===== src/rtl/column_move_collector.sv =====
// column_move_collector
//   Collects encoded moves from the eight cell units of one board column.
//   A round-robin arbiter accepts at most one move per cycle into a
//   first-word-fall-through FIFO. The FIFO drains to the move list over a
//   valid/ready handshake. The per-cell done flags are combined into a
//   column done flag that is raised once the column has fully drained.
//
// Ports
//   clk         rising-edge clock
//   reset_n     asynchronous active-low reset
//   newboard    synchronous flush at the start of a new board evaluation
//   cell_req    per-cell move request, held with its data until granted
//   cell_move   per-cell move word, cell i at [i*MOVE_W +: MOVE_W]
//   cell_done   per-cell done flags
//   cell_gnt    combinational one-hot grant; the move is written this edge
//   ml_valid    FIFO head valid
//   ml_data     FIFO head move
//   ml_ready    move list accepts the head
//   fifo_count  current occupancy, 0..DEPTH
//   move_total  moves accepted since the last newboard, saturating at 255
//   col_done    all cells done and FIFO drained; held until newboard
module column_move_collector #(
    parameter int NCELL  = 8,
    parameter int MOVE_W = 16,
    parameter int DEPTH  = 16,
    parameter int AW     = 4
) (
    input  logic                    clk,
    input  logic                    reset_n,
    input  logic                    newboard,
    input  logic [NCELL-1:0]        cell_req,
    input  logic [NCELL*MOVE_W-1:0] cell_move,
    input  logic [NCELL-1:0]        cell_done,
    output logic [NCELL-1:0]        cell_gnt,
    output logic                    ml_valid,
    output logic [MOVE_W-1:0]       ml_data,
    input  logic                    ml_ready,
    output logic [AW:0]             fifo_count,
    output logic [7:0]              move_total,
    output logic                    col_done
);

    localparam int RRW = (NCELL > 1) ? $clog2(NCELL) : 1;

    logic [MOVE_W-1:0] r_mem [DEPTH];
    logic [AW-1:0]     r_wptr;
    logic [AW-1:0]     r_rptr;
    logic [AW:0]       r_count;
    logic [RRW-1:0]    r_rr;
    logic [7:0]        r_total;
    logic              r_col_done;

    logic              w_pop;
    logic              w_space;
    logic              w_push;
    logic [RRW-1:0]    w_gnt_idx;
    logic [AW:0]       w_count_next;
    logic [MOVE_W-1:0] w_push_data;

    assign ml_valid   = (r_count != '0);
    assign ml_data    = r_mem[r_rptr];
    assign fifo_count = r_count;
    assign move_total = r_total;
    assign col_done   = r_col_done;

    // A pop during a newboard cycle is swallowed by the flush.
    assign w_pop   = ml_valid & ml_ready & ~newboard;
    // A full FIFO still has room when the head leaves in the same cycle.
    assign w_space = (r_count < (AW+1)'(DEPTH)) | (ml_valid & ml_ready);

    // Round-robin search starting at r_rr, wrapping modulo NCELL.
    always_comb begin
        logic [RRW:0] v_sum;
        w_push    = 1'b0;
        w_gnt_idx = '0;
        cell_gnt  = '0;
        v_sum     = '0;
        if (reset_n && w_space && (|cell_req) && !newboard) begin
            for (int i = 0; i < NCELL; i++) begin
                v_sum = {1'b0, r_rr} + (RRW+1)'(i);
                if (v_sum >= (RRW+1)'(NCELL)) begin
                    v_sum = v_sum - (RRW+1)'(NCELL);
                end
                if (!w_push && cell_req[v_sum[RRW-1:0]]) begin
                    w_push    = 1'b1;
                    w_gnt_idx = v_sum[RRW-1:0];
                end
            end
        end
        if (w_push) begin
            cell_gnt[w_gnt_idx] = 1'b1;
        end
    end

    always_comb begin
        w_push_data = '0;
        for (int i = 0; i < NCELL; i++) begin
            if (w_gnt_idx == RRW'(i)) begin
                w_push_data = cell_move[i*MOVE_W +: MOVE_W];
            end
        end
    end

    always_comb begin
        case ({w_push, w_pop})
            2'b10:   w_count_next = r_count + 1'b1;
            2'b01:   w_count_next = r_count - 1'b1;
            default: w_count_next = r_count;
        endcase
    end

    // Storage carries no reset; only the pointers and counters do.
    always_ff @(posedge clk) begin
        if (w_push) begin
            r_mem[r_wptr] <= w_push_data;
        end
    end

    always_ff @(posedge clk or negedge reset_n) begin
        if (!reset_n) begin
            r_wptr     <= '0;
            r_rptr     <= '0;
            r_count    <= '0;
            r_rr       <= '0;
            r_total    <= '0;
            r_col_done <= 1'b0;
        end else if (newboard) begin
            r_wptr     <= '0;
            r_rptr     <= '0;
            r_count    <= '0;
            r_rr       <= '0;
            r_total    <= '0;
            r_col_done <= 1'b0;
        end else begin
            if (w_push) begin
                r_wptr <= r_wptr + 1'b1;
                r_rr   <= (w_gnt_idx == RRW'(NCELL-1)) ? '0 : w_gnt_idx + 1'b1;
                if (r_total != 8'hFF) begin
                    r_total <= r_total + 1'b1;
                end
            end
            if (w_pop) begin
                r_rptr <= r_rptr + 1'b1;
            end
            r_count <= w_count_next;
            // Sticky: a late request after done is a cell error, not a clear.
            if ((&cell_done) && !(|cell_req) && (w_count_next == '0)) begin
                r_col_done <= 1'b1;
            end
        end
    end

endmodule


===== config.mk =====
export PLATFORM = sky130hd
export DESIGN_NAME = column_move_collector
export DESIGN_NICKNAME = d
export VERILOG_FILES = /design/src/rtl/column_move_collector.sv
export SDC_FILE = /design/constraint.sdc
export NUM_CORES = 1
export LEC_CHECK = 0
export BUFFER_PORTS_ARGS = -buffer_cell sky130_fd_sc_hd__buf_2
export CAP_MARGIN = 5
export CORE_ASPECT_RATIO = 2
export CORE_MARGIN = 2
export CORE_UTILIZATION = 60
export CTS_BUF_LIST = sky130_fd_sc_hd__clkbuf_8 sky130_fd_sc_hd__clkbuf_16
export DETAILED_ROUTE_END_ITERATION = 10
export HOLD_SLACK_MARGIN = 0.02
export PLACE_DENSITY = 0.83
export SLEW_MARGIN = 20
export SYNTH_ARGS = -nofsm -noshare
export SYNTH_HDL_FRONTEND = slang
export SYNTH_SLANG_ARGS = --single-unit

===== constraint.sdc =====
create_clock -name clk -period 12.1 [get_ports clk]
set_input_delay 1.815 -clock clk [delete_from_list [all_inputs] [get_ports clk]]
set_output_delay 1.815 -clock clk [all_outputs]
set_load 0.03 [all_outputs]

==> results of run 1 <==
[path summary, 6_finish.rpt]
kind,cells after the start,from,endpoint
worst min-delay path,2,col_done$_DFFE_PN0P_,col_done$_DFFE_PN0P_
worst min register to register,2,col_done$_DFFE_PN0P_,col_done$_DFFE_PN0P_
max in group asynchronous,1,reset_n,r_rptr[0]$_DFFE_PN0P_
min in group asynchronous,1,reset_n,move_total[6]$_DFFE_PN0P_
worst max-delay path,11,r_rr[1]$_DFFE_PN0P_,cell_gnt[3]
worst max register to register,15,r_rr[1]$_DFFE_PN0P_,r_mem[4][4]$_DFFE_PP_
[sequential cells by signal, summed over array words and instances, names as in the netlist]
name        count
r_mem         256
move_total      8
fifo_count      5
r_rptr          4
r_wptr          4
r_rr            3
col_done        1
[where the power goes]
group	switching, W	internal (W)
clock network	0.000312	0.000337
logic	0.000684	0.000362
registers	0.0000303	0.00131
[synth_stat cells, drive strengths merged (3+ instances only)]
cell type / count / area [sq um]
nor3: 12 / 70.1
buf: 17 / 92.6
mux2i: 60 / 617
xnor2: 5 / 43.8
or3: 4 / 25.0
o2111ai: 15 / 131
o31ai: 17 / 128
mux4: 44 / 991
edfxtp: 256 / 7690
nor2b: 22 / 138
mux2: 22 / 248
nand2: 99 / 372
inv: 16 / 60.1
clkbuf: 55 / 206
and3: 6 / 37.5
a21o: 5 / 37.5
nand3: 5 / 25.0
and2: 15 / 93.8
nand2b: 11 / 68.8
a2111oi: 3 / 38.8
a21oi: 56 / 280
nor2: 61 / 229
o221a: 15 / 169
xor2: 13 / 114
o21ai: 60 / 304
a2bb2oi: 3 / 26.3
a22oi: 23 / 173
nand4: 6 / 37.5
nor4: 6 / 37.5
a221oi: 33 / 289
ha: 17 / 213
dfrtp: 25 / 626
[cells in the final DEF, fill, tap and decap left out, types with 11 or more instances in the layout]
cell type  netlist  layout
dfrtp_1         25      24
mux4_2          44      44
a21oi_1         56      56
a221oi_1        33      33
nand2_1         99      99
o2111ai_1       15      15
o31ai_1         17      17
nor2_1          61      61
nand2b_1        11      11
edfxtp_1       256     256
o21ai_0         58      58
clkbuf_16        0      21
mux2i_1         58      58
xor2_1          13      13
o221a_1         15      15
inv_1           14      19
buf_4            0      14
a22oi_1         23      23
nor2b_1         22      21
buf_2            5     186
mux2_2          22      22
ha_1            17      16
[cells by family (layout without fill, tap and decap cells)]
group,count (synthesis),in the layout
simple gates,252,252
flops,281,281
mux,126,126
xor+xnor,18,18
compound gates,250,250
buf+inv,89,255
fa+ha+maj,17,17
[stage by stage]
stage,setup WS [ns],area [sq um]
after floorplan,5.83,13800
after global placement,5.00,14900
after detailed placement,4.85,15000
after CTS,5.03,15600
after global routing,4.67,15600
final,4.95,15600
[metal layers]
layer / share of wire (%) / routed length, um
met3: 7.3 / 2800
met5: 0 / 0
met2: 55 / 21200
met4: 5.5 / 2080
met1: 32 / 12100
[critical path, delay by kind of cell, from the launching register on]
kind,cells,cell delay (ns)
muxes,2,0.70
AOI/OAI and AO/OA,3,1.32
and+or+nand+nor,2,0.66
buffers and inverters,3,0.79
DFF,1,0.71
adders and majority gates,1,0.62
[cell type report]
| type | instances | area [sq um] |
|---|---|---|
| sequential | 281 | 8320 |
| fill | 1597 | 7020 |
| multi-input combinational | 663 | 5190 |
| timing repair buffer | 202 | 1080 |
| clock buffer | 21 | 526 |
| tap | 280 | 350 |
| clock inverter | 15 | 91.3 |
| inverter | 17 | 63.8 |
==> run_results.csv, run 1 <==
group,metric,value,unit
sta,setup_tns,0,ns
routing,vias_per_cell,6.63,
global_routing,use_met1,34.6,%
global_routing,antenna_found_initial,0,
sta,worst_pin_slew,1.15,ns
logic_synthesis,synthXorXnorAreaFrac,1.14,%
logic_synthesis,syn_inst,1033,
worst_setup_path,crit_type,"flip-flop to output pin",
logic_synthesis,synth_edf_count,256,
logic_synthesis,synth-simple-area-share,8.52,%
routing,wl_per_cell,25.8,um
floorplanning,core_area,0.0226,sq mm
cts,cts_hold_buf,0,
global_routing,grt_usage,31.1,%
cts,clk_pin_slew,0.07,ns
logic_synthesis,synth_top_family_by_area,"multiplexers",
logic_synthesis,yosysUniqueCellTypes,64,
floorplanning,ios,187,
sta,period_share,59.1,%
routing,drt-pass1-iter-count,5,
routing,route.detailed.drc,0,
logic_synthesis,synth_warnings,0,
global_routing,grt_pass1_wl,57.0,mm
global_routing,grt_max_degree,66,
cts,cts_buffer_depth,3,
final_layout,syn_to_final_growth,12.8,%
placement,portBuffers,186,
sta,grt_setup_unrepaired,"false",
placement,finalWeightedCongestion,0.935,
worst_setup_path,crit_required,10.28,ns
logic_synthesis,synthMuxAreaShare,13.4,%
global_routing,grt_busiest_layer,"met2",
final_layout,drive_gt1_share,26.5,%
logic_synthesis,yosysSeqAreaShare,60.0,%
power,irDropWorstVdd,0.000140,V
worst_setup_path,max_stage_delay,0.75,ns
logic_synthesis,synthAdderAreaFrac,1.54,%
cts,clock-sinks,281,
worst_setup_path,end_kind,"output pin",
cts,cts-root-buf,"clkbuf_16",
logic_synthesis,syn_avg_cell_area,13.4,sq um
sta,hold_ws,0.526,ns
power,power.total,0.00304,W
cts,cts_buffers,21,
global_routing,grt.met2_usage,57.5,%
routing,ant_nets,0,
cts,cts_tree,"done",
floorplanning,rows,78,
worst_setup_path,cp_slowest_cell,"a311oi_4",
sta,maxClockFrequency,140,MHz
routing,drt_iter0_drc,857,
cts,post_cts_buffers,0,
hold_path,hp-class,"flip-flop to flip-flop",
floorplanning,start_util,61.2,%
run_status,status,"complete, no violations",
sta,final_hold_viol_count,0,
routing,vias,9806,
sta,setup-violations-final,0,
logic_synthesis,synth_compound_area_share,12.7,%
worst_setup_path,crit_fanout,21,
power,leakage,5.56,nW
floorplanning,die_w,111,um
placement,hpwlAfterDp,25.7,mm
final_layout,final_nets,1351,
worst_setup_path,arrival,5.34,ns
logic_synthesis,syn_area,0.0138,sq mm
worst_setup_path,start_kind,"flip-flop",
global_routing,grtUsageMet3,3.26,%
logic_synthesis,ys_seq_elements,281,
logic_synthesis,syn_nets,1198,
cts,clk_latency,0.51,ns
cts,post_cts_resized,0,
logic_synthesis,async_reset_ff_share,8.90,%
placement,place_inst,1442,
floorplanning,die_area,0.0244,sq mm
worst_setup_path,path_cells,"clkinv_1, ha_1, mux4_2, mux2i_4, o311ai_0, a221o_1, a311oi_4, or2_4, inv_2, nor3_1, buf_2",
final_layout,utilization,69.0,%
global_routing,grt_pass1_vias,9947,
routing,wl,38.2,mm
job,maxCapViolCount,0,
sta,fin_skew,0.0116,ns
cts,cts_max_level,1,
sta,slew_headroom,23.0,%
final_layout,fin_cells,1479,
sta,min_period,7.15,ns
final_layout,n_antenna_cell,0,
logic_synthesis,synth_ff_type,"edfxtp_1",
global_routing,overflow,0,
worst_setup_path,reg2reg_setup_slack,5.29,ns
power,powerDensity,194,mW/mm^2
floorplanning,fp.dieH,219,um
sta,slew_violations,0,
No activity file was read; power rests on OpenSTA's default activity.
==> run 2, diff against run 1 <==
--- a/config.mk
+++ b/config.mk
@@ -9,11 +9,11 @@
 export CAP_MARGIN = 5
 export CORE_ASPECT_RATIO = 2
 export CORE_MARGIN = 2
-export CORE_UTILIZATION = 60
+export CORE_UTILIZATION = 58
 export CTS_BUF_LIST = sky130_fd_sc_hd__clkbuf_8 sky130_fd_sc_hd__clkbuf_16
 export DETAILED_ROUTE_END_ITERATION = 10
 export HOLD_SLACK_MARGIN = 0.02
-export PLACE_DENSITY = 0.83
+export PLACE_DENSITY = 0.8
 export SLEW_MARGIN = 20
 export SYNTH_ARGS = -nofsm -noshare
 export SYNTH_HDL_FRONTEND = slang
==> constraint.sdc (replaced) <==
create_clock -name clk -period 7.2 [get_ports clk]
set_input_delay 1.08 -clock clk [delete_from_list [all_inputs] [get_ports clk]]
set_output_delay 1.08 -clock clk [all_outputs]
set_load 0.03 [all_outputs]
==> run 2 against run 1 <==
The run now ends with DRC left. Flip-flop and latch count unchanged. First-iteration DRC count increased by 17%. Core utilization decreased by 2.3 points. Combinational power increased by 73%. Register-to-register slack got worse by 4.7 ns. Hold slack improved by 0.034 ns. Via count decreased by 0.40%. Clock power increased by 94%.
==> run_results.csv, run 2 (synthesized netlist as in run 1, its figures left out) <==
group,metric,value,unit
worst_setup_path,critPathMostFrequentCell,"ha_1",
placement,hpwlAfterDp,25.1,mm
cts,cts_buffers,24,
worst_setup_path,regToRegStartpoint,"r_rr[1]$_DFFE_PN0P_",
final_layout,drive_gt1_share,27.4,%
cts,cts_hold_buf,0,
final_layout,largest_reg_flops,256,
final_layout,utilization,66.7,%
worst_setup_path,path_cells,"clkinv_1, ha_1, mux4_2, mux2i_1, nand2b_1, o41ai_1, o22ai_1, or3_1, inv_1, ha_1, ha_1, nand2_1, nor2_1, a21oi_1, o31ai_1, o221a_1",
final_layout,nFillCells,1714,
routing,vias,9767,
routing,drt_iter0_drc,1006,
cts,post_cts_buffers,0,
cts,cts-root-buf,"clkbuf_16",
routing,vias_per_cell,6.55,
run_status,violations,"DRC",
run_status,status,"finished, violations left",
cts,clock-sinks,281,
worst_setup_path,cpLargestDelayFamily,"compound AO/OA/AOI/OAI gates",
power,irDropWorstVdd,0.000216,V
routing,route.detailed.drc,5,
sta,final_hold_viol_count,0,
placement,pre_cts_slack,0.844,ns
floorplanning,start_util,58.6,%
floorplanning,die_w,113,um
cts,cts_tree,"done",
placement,portBuffers,186,
sta,fin_skew,0.0213,ns
final_layout,regMostFlops,"r_mem",
routing,wl_per_cell,25.7,um
global_routing,grt_pass1_vias,9903,
power,seqPwrFrac,42.2,%
sta,grt_setup_unrepaired,"false",
worst_setup_path,crit_required,7.43,ns
worst_setup_path,crit_start,"r_rr[1]$_DFFE_PN0P_",
worst_setup_path,rr_endpoint,"r_mem[5][3]$_DFFE_PP_",
floorplanning,fp.dieH,223,um
worst_setup_path,crit_type,"flip-flop to flip-flop",
worst_setup_path,max_stage_delay,0.68,ns
routing,drt-pass1-iter-count,9,
global_routing,grt_max_degree,66,
global_routing,grt_usage,30.4,%
global_routing,overflow,0,
sta,worst_pin_slew,1.12,ns
sta,setup-violations-final,0,
worst_setup_path,r2r_cells,16,
cts,clk_latency,0.54,ns
routing,wl,38.4,mm
cts,clk_pin_slew,0.07,ns
worst_setup_path,arrival,6.80,ns
worst_setup_path,cp_slowest_cell,"o221a_1",
sta,setup_tns,0,ns
worst_setup_path,crit_fanout,19,
power,p_int,0.00351,W
final_layout,final_cell_mix,"edfxtp_1, buf_2, nand2_1, nor2_1",
sta,min_period,6.57,ns
power,powerDensity,339,mW/mm^2
cts,cts_max_level,1,
power,leakage,5.60,nW
final_layout,final_nets,1353,
sta,slew_headroom,25.2,%
final_layout,syn_to_final_growth,13.8,%
sta,setup_slack,0.634,ns
power,combPwrFrac,34.1,%
sta,maxClockFrequency,152,MHz
final_layout,n_antenna_cell,0,
placement,finalWeightedCongestion,1.08,
power,clkPwrFrac,23.7,%
routing,ant_nets,0,
worst_setup_path,reg2reg_setup_slack,0.63,ns
job,maxCapViolCount,0,
worst_setup_path,cp-endpoint,"r_mem[5][3]$_DFFE_PP_",
sta,slew_violations,0,
global_routing,grt_pass1_wl,57.5,mm
floorplanning,core_area,0.0236,sq mm
worst_setup_path,worst-path-buf-inv,2,
hold_path,hp-class,"flip-flop to flip-flop",
cts,post_cts_resized,0,
sta,period_share,91.2,%
worst_setup_path,start_kind,"flip-flop",
floorplanning,die_area,0.0252,sq mm
power,sw_frac_of_total,34.2,%
floorplanning,ios,187,
final_layout,final_common_cell,"edfxtp_1",
cts,cts_buffer_depth,3,
global_routing,antenna_found_initial,0,
floorplanning,rows,80,
worst_setup_path,end_kind,"flip-flop",
worst_setup_path,worst-path-stages,16,
power,switchingPower,0.00182,W
==> run 2: cell types whose count changed in the layout (fill, tap and decap cells not counted), moves of 2 or more <==
cell	before	now
and3_1	6	2
and3_2	0	4
clkbuf_16	21	24
clkinvlp_4	1	4
clkinv_1	5	3
clkinv_2	4	6
inv_1	19	17
==> run 2: worst min path at each step <==
stage                                         start                         to  slack (ns)  cells past startpoint
after floorplan               r_wptr[0]$_DFFE_PN0P_      r_wptr[0]$_DFFE_PN0P_        0.53                      1
after global placement         col_done$_DFFE_PN0P_       col_done$_DFFE_PN0P_        0.48                      2
after detailed placement       col_done$_DFFE_PN0P_       col_done$_DFFE_PN0P_        0.54                      2
after CTS                      col_done$_DFFE_PN0P_       col_done$_DFFE_PN0P_        0.56                      2
after global routing      move_total[7]$_DFFE_PN0P_  move_total[7]$_DFFE_PN0P_        0.61                      2
final                          col_done$_DFFE_PN0P_       col_done$_DFFE_PN0P_        0.56                      2
==> run 2: layer usage <==
metal	vias up	GRT usage, %	part of all wire [%]
met1	4761	37.1	36
met3	112	3.82	7.0
met4	0	15.2	5.3
li1	4358	-	-
met2	536	53.0	52
met5	-	0	0
==> run 2: cell type report <==
class	instances	area [sq um]	share of cell area [%]
Sequential cell	281	8320	52.8
Multi-Input combinational cell	663	5190	33.0
Timing Repair Buffer	201	1060	6.72
Clock buffer	24	601	3.81
Tap cell	287	359	2.28
Clock inverter	19	164	1.04
Inverter	17	63.8	0.405
==> run 2: through the flow <==
| stage | cells | instance area (sq um) | total power [W] | hold WS (ns) |
|---|---|---|---|---|
| 4_1_cts | 1491 | 15700 | 0.00532 | 0.564 |
| 2_1_floorplan | 1033 | 13800 | 0.00353 | 0.531 |
| 3_3_place_gp | 1447 | 14900 | 0.00403 | 0.484 |
| 3_5_place_dp | 1448 | 15000 | 0.00408 | 0.536 |
| 5_1_grt | 1492 | 15800 | 0.00555 | 0.608 |
| 6_report | 1492 | 15800 | 0.00534 | 0.559 |
==> run 2: worst register-to-register path, cell delays in order, from the launching register on <==
cell and delay, ns:
dfrtp_1 0.66, clkinv_1 0.35, ha_1 0.55, mux4_2 0.46, mux2i_1 0.26, nand2b_1 0.18
o41ai_1 0.52, o22ai_1 0.17, or3_1 0.52, inv_1 0.14, ha_1 0.19, ha_1 0.67
nand2_1 0.29, nor2_1 0.16, a21oi_1 0.06, o31ai_1 0.41, o221a_1 0.69
==> run 2: power groups by stage <==
| stage | logic [W] | clock network [W] | registers (W) |
|---|---|---|---|
| floorplan | 0.00127 | 0 | 0.00226 |
| global placement | 0.00174 | 0 | 0.00228 |
| detailed placement | 0.00179 | 0 | 0.00229 |
| CTS | 0.00180 | 0.00127 | 0.00225 |
| global route | 0.00196 | 0.00133 | 0.00226 |
| finish | 0.00182 | 0.00126 | 0.00225 |
==> run 3, diff against run 2 <==
--- a/config.mk
+++ b/config.mk
@@ -5,6 +5,7 @@
 export SDC_FILE = /design/constraint.sdc
 export NUM_CORES = 1
 export LEC_CHECK = 0
+export ABC_AREA = 1
 export BUFFER_PORTS_ARGS = -buffer_cell sky130_fd_sc_hd__buf_2
 export CAP_MARGIN = 5
 export CORE_ASPECT_RATIO = 2
==> run 3 against run 2 <==
The run now ends clean. Critical path depth grew 8. Clock power rose by 5%. Synthesized cell count up 44%. Design area is 1.4% higher. Critical endpoint is now r_mem[9][7]$_DFFE_PP_.
==> run_results.csv, run 3 <==
group,metric,value,unit
worst_setup_path,max_stage_delay,0.61,ns
floorplanning,ios,187,
worst_setup_path,end_kind,"flip-flop",
worst_setup_path,cp_slowest_cell,"dfrtp_1",
logic_synthesis,yosysTopAreaCell,"edfxtp_1",
sta,worst_pin_slew,1.13,ns
placement,portBuffers,186,
power,combPwrFrac,35.5,%
routing,drt-pass1-iter-count,5,
routing,vias,11550,
final_layout,final_common_cell,"nand2_1",
logic_synthesis,syn_avg_cell_area,9.47,sq um
logic_synthesis,synth_ff_type,"edfxtp_1",
routing,route.detailed.drc,0,
cts,cts_buffer_depth,3,
floorplanning,die_area,0.0256,sq mm
floorplanning,die_w,114,um
cts,cts_hold_buf,0,
global_routing,grt_pass1_wl,60.7,mm
sta,setup-violations-final,0,
logic_synthesis,ys_seq_elements,281,
sta,hold_ws,0.538,ns
worst_setup_path,arrival,5.85,ns
logic_synthesis,syn_nets,1652,
floorplanning,rows,80,
cts,cts_buffers,23,
worst_setup_path,crit_type,"flip-flop to flip-flop",
logic_synthesis,yosysSeqAreaShare,59.1,%
logic_synthesis,ys_top_cells_by_area,"edfxtp_1, nand2_1, nand3_1",
sta,maxClockFrequency,174,MHz
floorplanning,core_area,0.0238,sq mm
power,seqPwrFrac,41.8,%
worst_setup_path,crit_required,7.32,ns
global_routing,grt_pass1_vias,11474,
sta,period_share,79.6,%
run_status,status,"complete, no violations",
logic_synthesis,yosys-top-cells-count,"nand2_1, edfxtp_1, inv_1, nor2_1, nand3_1",
logic_synthesis,synth_top_area_share,54.6,%
power,leakage,6.70,nW
cts,cts-root-buf,"clkbuf_16",
logic_synthesis,synth_warnings,0,
global_routing,grt_max_degree,112,
cts,post_cts_buffers,0,
sta,setup_tns,0,ns
power,irDropWorstVdd,0.000202,V
power,powerDensity,364,mW/mm^2
final_layout,final_cell_mix,"nand2_1, edfxtp_1, buf_2, inv_1, nor2_1",
floorplanning,fp.dieH,224,um
power,p_int,0.00362,W
worst_setup_path,start_kind,"flip-flop",
worst_setup_path,cpLargestDelayFamily,"simple AND/OR/NAND/NOR gates",
logic_synthesis,yosysUniqueCellTypes,42,
final_layout,syn_to_final_growth,13.5,%
global_routing,grt_usage,31.5,%
power,sw_frac_of_total,37.7,%
sta,grt_setup_unrepaired,"false",
routing,wl,39.9,mm
sta,slew_violations,0,
job,maxCapViolCount,0,
final_layout,final_nets,1805,
final_layout,drive_gt1_share,18.5,%
power,switchingPower,0.00219,W
global_routing,overflow,0,
worst_setup_path,crit_fanout,17,
cts,post_cts_resized,0,
routing,vias_per_cell,5.94,
sta,final_hold_viol_count,0,
routing,ant_nets,0,
routing,drt_iter0_drc,991,
cts,clock-sinks,281,
worst_setup_path,worst-path-buf-inv,6,
cts,cts_max_level,1,
cts,clk_latency,0.53,ns
cts,clk_pin_slew,0.07,ns
logic_synthesis,synth_edf_count,256,
placement,hpwlAfterDp,26.7,mm
worst_setup_path,critPathMostFrequentCell,"nand2_1",
final_layout,nFillCells,1837,
placement,finalWeightedCongestion,0.980,
hold_path,hp-class,"flip-flop to flip-flop",
logic_synthesis,async_reset_ff_share,8.90,%
final_layout,largest_reg_flops,256,
sta,min_period,5.73,ns
logic_synthesis,syn_inst,1487,
sta,fin_skew,0.0113,ns
logic_synthesis,syn_area,0.0141,sq mm
routing,wl_per_cell,20.5,um
logic_synthesis,yosysMostFrequentCell,"nand2_1",
final_layout,regMostFlops,"r_mem",
global_routing,antenna_found_initial,2,
worst_setup_path,path_cells,"inv_2, ha_1, inv_1, nand3_1, nand2_1, nor2_1, a31oi_1, inv_1, nor2_4, o211ai_4, nand3_1, inv_1, nor3_1, ha_1, ha_1, inv_1, nand2_1, inv_1, nand2_1, nand2_1, nand2_1, nand2_1, nand2_1, nand2_1",
power,clkPwrFrac,22.7,%
cts,cts_tree,"done",
sta,slew_headroom,24.4,%
floorplanning,start_util,59.1,%
run 3: cell count changes in the layout (fill, tap and decap cells not counted), sizes merged, moves of 17 or more:
cell / change
a22oi: -22
nor2: +75
mux2: -22
o21ai: +77
mux4: -44
o22ai: +20
mux2i: -60
o31ai: -17
nand3: +138
inv: +144
nor2b: -22
nand2: +275
run 3: cells by family (layout without fill, tap and decap cells):
kind of cell               Yosys count  in the layout  share of synthesized area (%)
AOI/OAI and AO/OA                  252            252                           10.6
xor gates and xnor gates             9              9                          0.560
adders and majority gates           17             17                           1.51
buffers and inverters              246            415                           7.33
DFF                                281            281                           59.1
other                                0              1                              0
and+or+nand+nor                    682            682                           21.0
run 3: power groups by stage:
stage | Sequential (W) | Combinational (W) | Clock (W)
global route | 0.00244 | 0.00228 | 0.00137
CTS | 0.00243 | 0.00203 | 0.00132
floorplan | 0.00244 | 0.00145 | 0
finish | 0.00243 | 0.00206 | 0.00132
detailed placement | 0.00246 | 0.00202 | 0
global placement | 0.00246 | 0.00199 | 0
run 3: final timing paths:
check,cells past startpoint,to,slack (ns),start
min in group asynchronous,1,move_total[4]$_DFFE_PN0P_,0.55,reset_n
max in group asynchronous,1,r_rptr[0]$_DFFE_PN0P_,6.20,reset_n
min reg2reg,1,move_total[3]$_DFFE_PN0P_,0.54,move_total[3]$_DFFE_PN0P_
max,24,r_mem[9][7]$_DFFE_PP_,1.47,r_rr[0]$_DFFE_PN0P_
min,1,move_total[3]$_DFFE_PN0P_,0.54,move_total[3]$_DFFE_PN0P_
max reg2reg,24,r_mem[9][7]$_DFFE_PP_,1.47,r_rr[0]$_DFFE_PN0P_
run 3: area by class of cell:
class                           instances  area [sq um]  share of cell area [%]
Antenna cell                            1          2.50                  0.0157
Clock inverter                         16           209                    1.31
Inverter                              162           617                    3.86
Sequential cell                       281          8320                    52.1
Multi-Input combinational cell        960          4740                    29.6
Timing Repair Buffer                  212          1130                    7.07
Tap cell                              287           359                    2.25
Clock buffer                           25           603                    3.78
run 3: stage by stage:
step | setup WS (ns) | cell area, sq um | utilization, % | std cells | power, W
CTS | 1.55 | 16000 | 67.0 | 1943 | 0.00578
finish | 1.47 | 16000 | 67.0 | 1944 | 0.00581
detailed placement | 1.58 | 15200 | 63.6 | 1902 | 0.00448
global placement | 1.66 | 15200 | 63.6 | 1902 | 0.00445
floorplan | 2.99 | 14100 | - | 1487 | 0.00388
global route | 0.939 | 16000 | 67.0 | 1944 | 0.00609
run 3: metal layers:
metal	wire length (um)	part of all wire [%]	global-route usage (%)	vias up
met5	11	0.028	0	-
met2	20800	52	55.8	694
met4	3070	7.7	23.2	2
met3	3270	8.2	4.55	177
li1	-	-	-	5363
met1	12700	32	33.5	5314
run 3: worst register-to-register path, delay by kind of cell, from the launching register on:
family	cells	cell delay [ns]
AOI/OAI and AO/OA	2	0.46
adders and majority gates	3	1.33
buffers and inverters	6	1.15
and+or+nand+nor	13	1.79
DFF	1	0.61
